==> config.mk <==
export PLATFORM = sky130hd
export DESIGN_NAME = multi_down_timer
export DESIGN_NICKNAME = d
export VERILOG_FILES = /design/src/rtl/multi_down_timer.sv
export SDC_FILE = /design/constraint.sdc
export NUM_CORES = 1
export LEC_CHECK = 0
export ABC_CLOCK_PERIOD_IN_PS = 9000
export CAP_MARGIN = 20
export CORE_AREA = 5 5 131 95
export CTS_CLUSTER_DIAMETER = 100
export CTS_CLUSTER_SIZE = 30
export DETAILED_ROUTE_END_ITERATION = 12
export DIE_AREA = 0 0 136 100
export GPL_ROUTABILITY_DRIVEN = 0
export GPL_TIMING_DRIVEN = 0
export PLACE_DENSITY = 0.78
export SYNTH_ARGS = -nofsm -noshare
export SYNTH_HDL_FRONTEND = slang
export SYNTH_SLANG_ARGS = --single-unit
==> constraint.sdc <==
create_clock -name clk -period 9 [get_ports clk]
set_clock_uncertainty 0.2 [all_clocks]
set_input_delay 2.7 -clock clk [delete_from_list [all_inputs] [get_ports clk]]
set_output_delay 2.7 -clock clk [all_outputs]
set_load 0.05 [all_outputs]
==> src/rtl/multi_down_timer.sv <==
// -----------------------------------------------------------------------------
// multi_down_timer
//   CHANNELS independent N-bit down-timers driven by one shared prescaled tick.
//   Each channel is loaded with a value V and expires on the (V+1)th tick after
//   the load. A channel is either one-shot (stops in DONE) or periodic (reloads
//   V and keeps running). Expiry sets a sticky done flag and emits a one-cycle
//   expire pulse. stop aborts a channel; ack clears its done flag.
//
// Parameters
//   N        counter / load width per channel
//   CHANNELS number of channels (1..16)
//   PRESCALE en cycles per timer tick (1..65535)
//
// Ports
//   clk          system clock
//   reset        asynchronous active-high reset
//   en           global count enable into the prescaler
//   ld           load strobe for channel ld_ch (ignored if ld_ch >= CHANNELS)
//   ld_ch        target channel of the load
//   ld_periodic  mode captured on load: 1 periodic, 0 one-shot
//   data_in      load / reload value
//   stop         per-channel abort
//   ack          per-channel done clear
//   busy         channel is running (registered)
//   done         sticky expiry flag (registered)
//   expire       one-cycle expiry pulse (registered)
//
// Optional feature (macro MULTI_DOWN_TIMER_READBACK_EN)
//   rd_ch        channel to read back
//   count_out    count of channel rd_ch, registered, 0 when rd_ch out of range
// -----------------------------------------------------------------------------
module multi_down_timer #(
  parameter int N        = 10,
  parameter int CHANNELS = 4,
  parameter int PRESCALE = 1,
  localparam int CW      = (CHANNELS > 1) ? $clog2(CHANNELS) : 1
) (
  input  logic                clk,
  input  logic                reset,
  input  logic                en,
  input  logic                ld,
  input  logic [CW-1:0]       ld_ch,
  input  logic                ld_periodic,
  input  logic [N-1:0]        data_in,
  input  logic [CHANNELS-1:0] stop,
  input  logic [CHANNELS-1:0] ack,
`ifdef MULTI_DOWN_TIMER_READBACK_EN
  input  logic [CW-1:0]       rd_ch,
  output logic [N-1:0]        count_out,
`endif
  output logic [CHANNELS-1:0] busy,
  output logic [CHANNELS-1:0] done,
  output logic [CHANNELS-1:0] expire
);

  localparam int PW = (PRESCALE > 1) ? $clog2(PRESCALE) : 1;
  localparam logic [PW-1:0] PMAX = PW'(PRESCALE - 1);

  typedef enum logic [1:0] {
    ST_IDLE = 2'd0,
    ST_RUN  = 2'd1,
    ST_DONE = 2'd2
  } state_t;

  logic [PW-1:0]       pcnt_q, pcnt_d;
  logic                tick;

  state_t              state_q  [CHANNELS];
  state_t              state_d  [CHANNELS];
  logic [N-1:0]        count_q  [CHANNELS];
  logic [N-1:0]        count_d  [CHANNELS];
  logic [N-1:0]        reload_q [CHANNELS];
  logic [N-1:0]        reload_d [CHANNELS];
  logic [CHANNELS-1:0] mode_q, mode_d;
  logic [CHANNELS-1:0] done_q, done_d;
  logic [CHANNELS-1:0] expire_q, expire_d;
  logic [CHANNELS-1:0] busy_q, busy_d;

  // Shared tick: every PRESCALE-th enabled cycle (every enabled cycle when PRESCALE is 1).
  assign tick = en & (pcnt_q == PMAX);

  // Prescaler next value: advances only while en is high, wraps at PRESCALE-1.
  always_comb begin
    pcnt_d = pcnt_q;
    if (en) begin
      if (pcnt_q == PMAX) begin
        pcnt_d = {PW{1'b0}};
      end else begin
        pcnt_d = pcnt_q + PW'(1'b1);
      end
    end else begin
      pcnt_d = pcnt_q;
    end
  end

  // Per-channel next state. Priority: load > stop > tick.
  always_comb begin
    for (int ch = 0; ch < CHANNELS; ch++) begin
      state_d[ch]  = state_q[ch];
      count_d[ch]  = count_q[ch];
      reload_d[ch] = reload_q[ch];
      mode_d[ch]   = mode_q[ch];
      // Expiry below overrides this clear, so a coincident ack loses to the set.
      done_d[ch]   = done_q[ch] & ~ack[ch];
      expire_d[ch] = 1'b0;

      // An out-of-range ld_ch never equals a real channel index, so it is ignored.
      if (ld && (ld_ch == CW'(ch))) begin
        count_d[ch]  = data_in;
        reload_d[ch] = data_in;
        mode_d[ch]   = ld_periodic;
        done_d[ch]   = 1'b0;
        state_d[ch]  = ST_RUN;
      end else if (stop[ch] && (state_q[ch] != ST_IDLE)) begin
        state_d[ch]  = ST_IDLE;
      end else begin
        case (state_q[ch])
          ST_RUN: begin
            if (tick) begin
              if (count_q[ch] != {N{1'b0}}) begin
                count_d[ch] = count_q[ch] - N'(1'b1);
              end else begin
                expire_d[ch] = 1'b1;
                done_d[ch]   = 1'b1;
                if (mode_q[ch]) begin
                  count_d[ch] = reload_q[ch];
                end else begin
                  state_d[ch] = ST_DONE;
                end
              end
            end else begin
              count_d[ch] = count_q[ch];
            end
          end
          ST_IDLE: state_d[ch] = ST_IDLE;
          ST_DONE: state_d[ch] = ST_DONE;
          default: state_d[ch] = ST_IDLE;
        endcase
      end

      busy_d[ch] = (state_d[ch] == ST_RUN);
    end
  end

  // State, count and output registers.
  always_ff @(posedge clk or posedge reset) begin
    if (reset) begin
      pcnt_q   <= {PW{1'b0}};
      mode_q   <= {CHANNELS{1'b0}};
      done_q   <= {CHANNELS{1'b0}};
      expire_q <= {CHANNELS{1'b0}};
      busy_q   <= {CHANNELS{1'b0}};
      for (int ch = 0; ch < CHANNELS; ch++) begin
        state_q[ch]  <= ST_IDLE;
        count_q[ch]  <= {N{1'b0}};
        reload_q[ch] <= {N{1'b0}};
      end
    end else begin
      pcnt_q   <= pcnt_d;
      mode_q   <= mode_d;
      done_q   <= done_d;
      expire_q <= expire_d;
      busy_q   <= busy_d;
      for (int ch = 0; ch < CHANNELS; ch++) begin
        state_q[ch]  <= state_d[ch];
        count_q[ch]  <= count_d[ch];
        reload_q[ch] <= reload_d[ch];
      end
    end
  end

  assign busy   = busy_q;
  assign done   = done_q;
  assign expire = expire_q;

`ifdef MULTI_DOWN_TIMER_READBACK_EN
  logic [N-1:0] count_out_q, count_out_d;

  // Readback mux: selects a channel count, zero when rd_ch names no channel.
  always_comb begin
    count_out_d = {N{1'b0}};
    for (int ch = 0; ch < CHANNELS; ch++) begin
      if (rd_ch == CW'(ch)) begin
        count_out_d = count_q[ch];
      end else begin
        count_out_d = count_out_d;
      end
    end
  end

  // Readback register.
  always_ff @(posedge clk or posedge reset) begin
    if (reset) begin
      count_out_q <= {N{1'b0}};
    end else begin
      count_out_q <= count_out_d;
    end
  end

  assign count_out = count_out_q;
`else
  // Readback disabled: no rd_ch / count_out ports or logic.
`endif

endmodule

# Word level (Yosys, flattened, before mapping)
# Cells that the tools add are included.
# W data, S select, Z words.
# classes
n_addsub,5
n_eq_ne,19
mux,89
n_bitwise,10
n_reduce_logical,33
# ops
op,count
$mux W10,24
$mux W1,41
$mux W2,20
$reduce_bool A10 Y1,4
$sub A10 B1 Y10 const B,4
$reduce_bool A2 Y1,12
$eq A2 B1 Y1 const B,9
$pmux W2 S2,4
$reduce_and A4 Y1,4
$eq A2 B2 Y1 const B,6
$reduce_bool A3 Y1,4
$logic_and A1 B1 Y1,8
$ne A2 B2 Y1 const B,4
$and A1 B1 Y1,5
$not A1 Y1,5
$logic_not A2 Y1,1
$add A1 B1 Y1 const B,1
# totals
reg_bits,105
input_bits,25
output_inout_bits,12
word_cells,176

# Logic depth before layout (Yosys ltp)
# logic_depth
depth_word,7
depth_mapped,7
mapped_depth_nobuf,6

# Least setup slack after synthesis
# OpenSTA, ideal clock, no wires.
# synth_timing
path_type,input port to flip-flop
start,input port ld_ch[0]
end,register count_q[30] (netlist bit)
setup_time_ns,0.143
arrival_ns,4.018
t_required_ns,8.657
slack_ns,4.639
path_stages,7
path_buffers,3
path_cell_list,clkbuf_1 -> or3b_2 -> clkbuf_1 -> and4_1 -> clkbuf_1 -> o21ai_2 -> o221ai_1
# synth_via
elab_chain_len,4
word_cells_on_any_way,8
classes_between,eq/ne (1); mux (1); reduce/logical (6)
# synth_lines
item,line_no,source
"start, declared",42,"input logic [CW-1:0] ld_ch,"
$logic_not A2 Y1 (*),108,if (ld && (ld_ch == CW'(ch))) begin
$logic_and A1 B1 Y1 (*),108,
$ne A2 B2 Y1 (no source line) (tied with other cells),--,
$reduce_and A4 Y1 (no source line),--,
"end signal, assigned by index",155,count_q[ch] <= {N{1'b0}};
"end signal, assigned by index",166,count_q[ch] <= count_d[ch];
"end, declared",70,logic [N-1:0] count_q [CHANNELS];
# Every way passes the cells marked *; elsewhere a longest branch is shown, timed or not.
# A chain may end at the register's enable or synchronous reset.

# Final worst setup path
# layout_timing
start,input port en
end,register count_q[5] (netlist bit)
# layout_via
elab_chain_len,3
# layout_lines
item,line_no,source
"start, declared",40,"input logic en,"
$and A1 B1 Y1,80,assign tick = en & (pcnt_q == PMAX);
$reduce_bool A2 Y1 (no source line),--,
$reduce_and A4 Y1 (no source line),--,
# No other way between the ends.

==> results.json <==
{
  "core_area_um2": 10900,
  "cts.repair.resized": 0,
  "worst_hold_path_cells": 2,
  "hold_viol_final": 0,
  "cts_hold_fix_bufs": 0,
  "syn_to_final_growth_pct": 15.2,
  "cts_post_setup_buffers_inserted": 0,
  "fmaxAchievable_mhz": 198,
  "overall_routing_resource_usage_pct": 23.7,
  "route.top_layer_used": "met4",
  "synth_enable_flop_cells": 0,
  "finalNetCount": 730,
  "detailedPlace.worstSlack_ns": 3.58,
  "critPathArrivalTime_ns": 5.09,
  "die_width_um": 136,
  "floorplan.die_area_um2": 13600,
  "cts_inserted_buffers": 9,
  "p_leak_uw": 0.00312,
  "endpoint_kind": "flip-flop",
  "post_synth_main_area_contributors": "sky130_fd_sc_hd__dfrtp_1, sky130_fd_sc_hd__nand2_1, sky130_fd_sc_hd__ha_1",
  "grt_antenna_before_repair": 0,
  "avgRoutedWirePerCell_um": 18.4,
  "route.met2.wl_um": 7150,
  "drt_drc_violations_left": 0,
  "worst_skew_pair.late_latency_ns": 0.35,
  "drt-met1-wl_um": 7040,
  "dominantRegCellSynth": "sky130_fd_sc_hd__dfrtp_1",
  "synth_async_sr_flop_share_pct": 100,
  "multiInputGateArea_um2": 3100,
  "run_status": "finished, final reports clean",
  "synthesis.instances": 638,
  "clk_pin_slew_worst_paths_ns": 0.07,
  "yosysTopAreaCellShare_pct": 43.8,
  "worstMarginPinSlew_ns": 1.04,
  "cp_max_fo": 10,
  "clock_path_buffers": 2,
  "first_global_vias": 5040,
  "yosys.cell_types.count": 70,
  "initialDrtViolationCount": 450,
  "worst_r2r_path_depth": 6,
  "die_y_um": 100,
  "detail_route.vias_per_cell": 6.19,
  "setup.worst_path.class": "primary input to flip-flop",
  "ios": 37,
  "most_common_cell_in_the_synthesized_netlist": "sky130_fd_sc_hd__nand2_1",
  "finalSetupTns_ns": 0,
  "grt_setup_unrepaired": "false",
  "setup_ws_ns": 3.94,
  "num_vias": 5214,
  "irDropWorstVdd_mv": 0.120,
  "required_time_of_the_critical_path_ns": 9.03,
  "detailed_place.area_um2": 6510,
  "met3WireLength_um": 1030,
  "startpoint_type": "primary input",
  "floorplan.initialDensity_pct": 54.3,
  "detail_route.first_pass.iterations": 6,
  "slew_headroom_pct": 30.3,
  "final-max-slew-violation-count": 0,
  "max-cap-violations": 0,
  "synth_largest_area_cell": "sky130_fd_sc_hd__dfrtp_1",
  "htree_num_levels": 3,
  "synthesis.area_um2": 5940,
  "timing.final.setup_violations": 0,
  "finalWorstPathRequiredPeriod_ns": 5.06,
  "power_density_nw_per_um2": 220,
  "finalWirelength_um": 15500,
  "cts_sinks": 104,
  "netlist_top_cells_count": "sky130_fd_sc_hd__nand2_1, sky130_fd_sc_hd__dfrtp_1, sky130_fd_sc_hd__inv_1",
  "yosys_warnings": 0,
  "insertedDiodeCount": 0,
  "synthesized_nets": 683,
  "dp_cells": 827,
  "layout-drive-gt1-share_pct": 6.96,
  "grt_pass1_wl_um": 25700,
  "synth_sequential_area_ratio_pct": 43.8,
  "postSynthRegisterBits": 104,
  "grt_max_degree": 73,
  "finalCritPeriodShare_pct": 56.2,
  "drt.antenna.violating_nets": 0,
  "final_design_area_no_fill_um2": 6840,
  "hp-class": "flip-flop to flip-flop",
  "power.total_uw": 1500,
  "ctsRootBufferMaster": "sky130_fd_sc_hd__clkbuf_16",
  "layout.area.seq_um2": 2600,
  "clock_tree_from_tritoncts": "built",
  "std_cell_rows": 32,
  "syn_area_per_cell_um2": 9.31,
  "dp_hpwl_um": 10800,
  "fill_cells": 911,
  "grt_remaining_overflow": 0,
  "fin_cells": 843,
  "place.port_buffers": 35
}
[stage by stage]
stage	hold WS, ns	utilization, %
after floorplan	0.238	-
after global placement	0.254	59.3
after detailed placement	0.263	59.5
after CTS	0.282	62.6
after global routing	0.303	62.6
final	0.276	62.6
[area by class of cell]
cell class | count | share of cell area [%]
Buffer | 27 | 1.65
Clock buffer | 11 | 3.69
Sequential cell | 104 | 38.0
Timing Repair Buffer | 36 | 5.52
Clock inverter | 5 | 1.15
Tap cell | 153 | 2.80
Inverter | 32 | 1.79
Multi-Input combinational cell | 475 | 45.3
[critical path, stage by stage]
cell and delay (ns):
sky130_fd_sc_hd__clkdlybuf4s50_1 0.48, sky130_fd_sc_hd__clkbuf_1 0.48, sky130_fd_sc_hd__nand2_1 0.14, sky130_fd_sc_hd__nor3b_1 0.42, sky130_fd_sc_hd__o21ai_1 0.41, sky130_fd_sc_hd__o311ai_0 0.45
[sequential cells by signal, summed over array words and instances, names as in the netlist]
name / count
busy: 4
count_q: 40
done: 4
expire: 4
mode_q: 4
reload_q: 40
state_q: 8
[layer usage]
layer  GRT usage (%)  up-vias
li1                -     2433
met1            32.9     2556
met2            36.6      200
met3            6.11       25
met4            7.20        0
met5               0        -
[cells in the final DEF (no fill, tap or decap), drive strengths merged, types with 11 or more instances in the layout]
master         netlist  layout
nand2              123     123
dfrtp              104     104
clkdlybuf4s50        0      35
clkbuf              23      34
inv                 31      31
nor2                23      23
o21ai               22      22
ha                  20      20
nor3                18      18
a21oi               18      18
mux2i               17      17
o211ai              16      16
nand3               14      14
a21o                14      14
nand4               11      11
[power breakdown]
group          internal, µW  switching (µW)  leakage, µW  total (µW)
clock                   259             178     0.000165         437
sequential              544            85.2      0.00132         630
combinational           190             247      0.00164         437
total                   993             511      0.00312        1500
[path summary, 6_finish.rpt]
kind                          endpoint         from  slack [ns]
setup / recovery            count_q[5]           en        3.94
max in group asynchronous  count_q[27]        reset        5.38
setup reg to reg           count_q[32]  count_q[30]        6.15
min in group asynchronous      done[2]        reset        2.54
hold reg to reg            reload_q[9]  reload_q[9]        0.28
hold / removal             reload_q[9]  reload_q[9]        0.28
[kinds of logic after synthesis]
kind of cell             count (synthesis)  synth area share, %
XOR/XNOR                                11                 1.62
buffers and inverters                   59                 3.92
AND/OR/NAND/NOR                        274                 24.2
multiplexers                            21                 3.62
flip-flops                             104                 43.8
AO/OA/AOI/OAI                          149                 18.6
adder cells (fa/ha/maj)                 20                 4.21
Note: power is estimated with default switching activity, not from simulation.
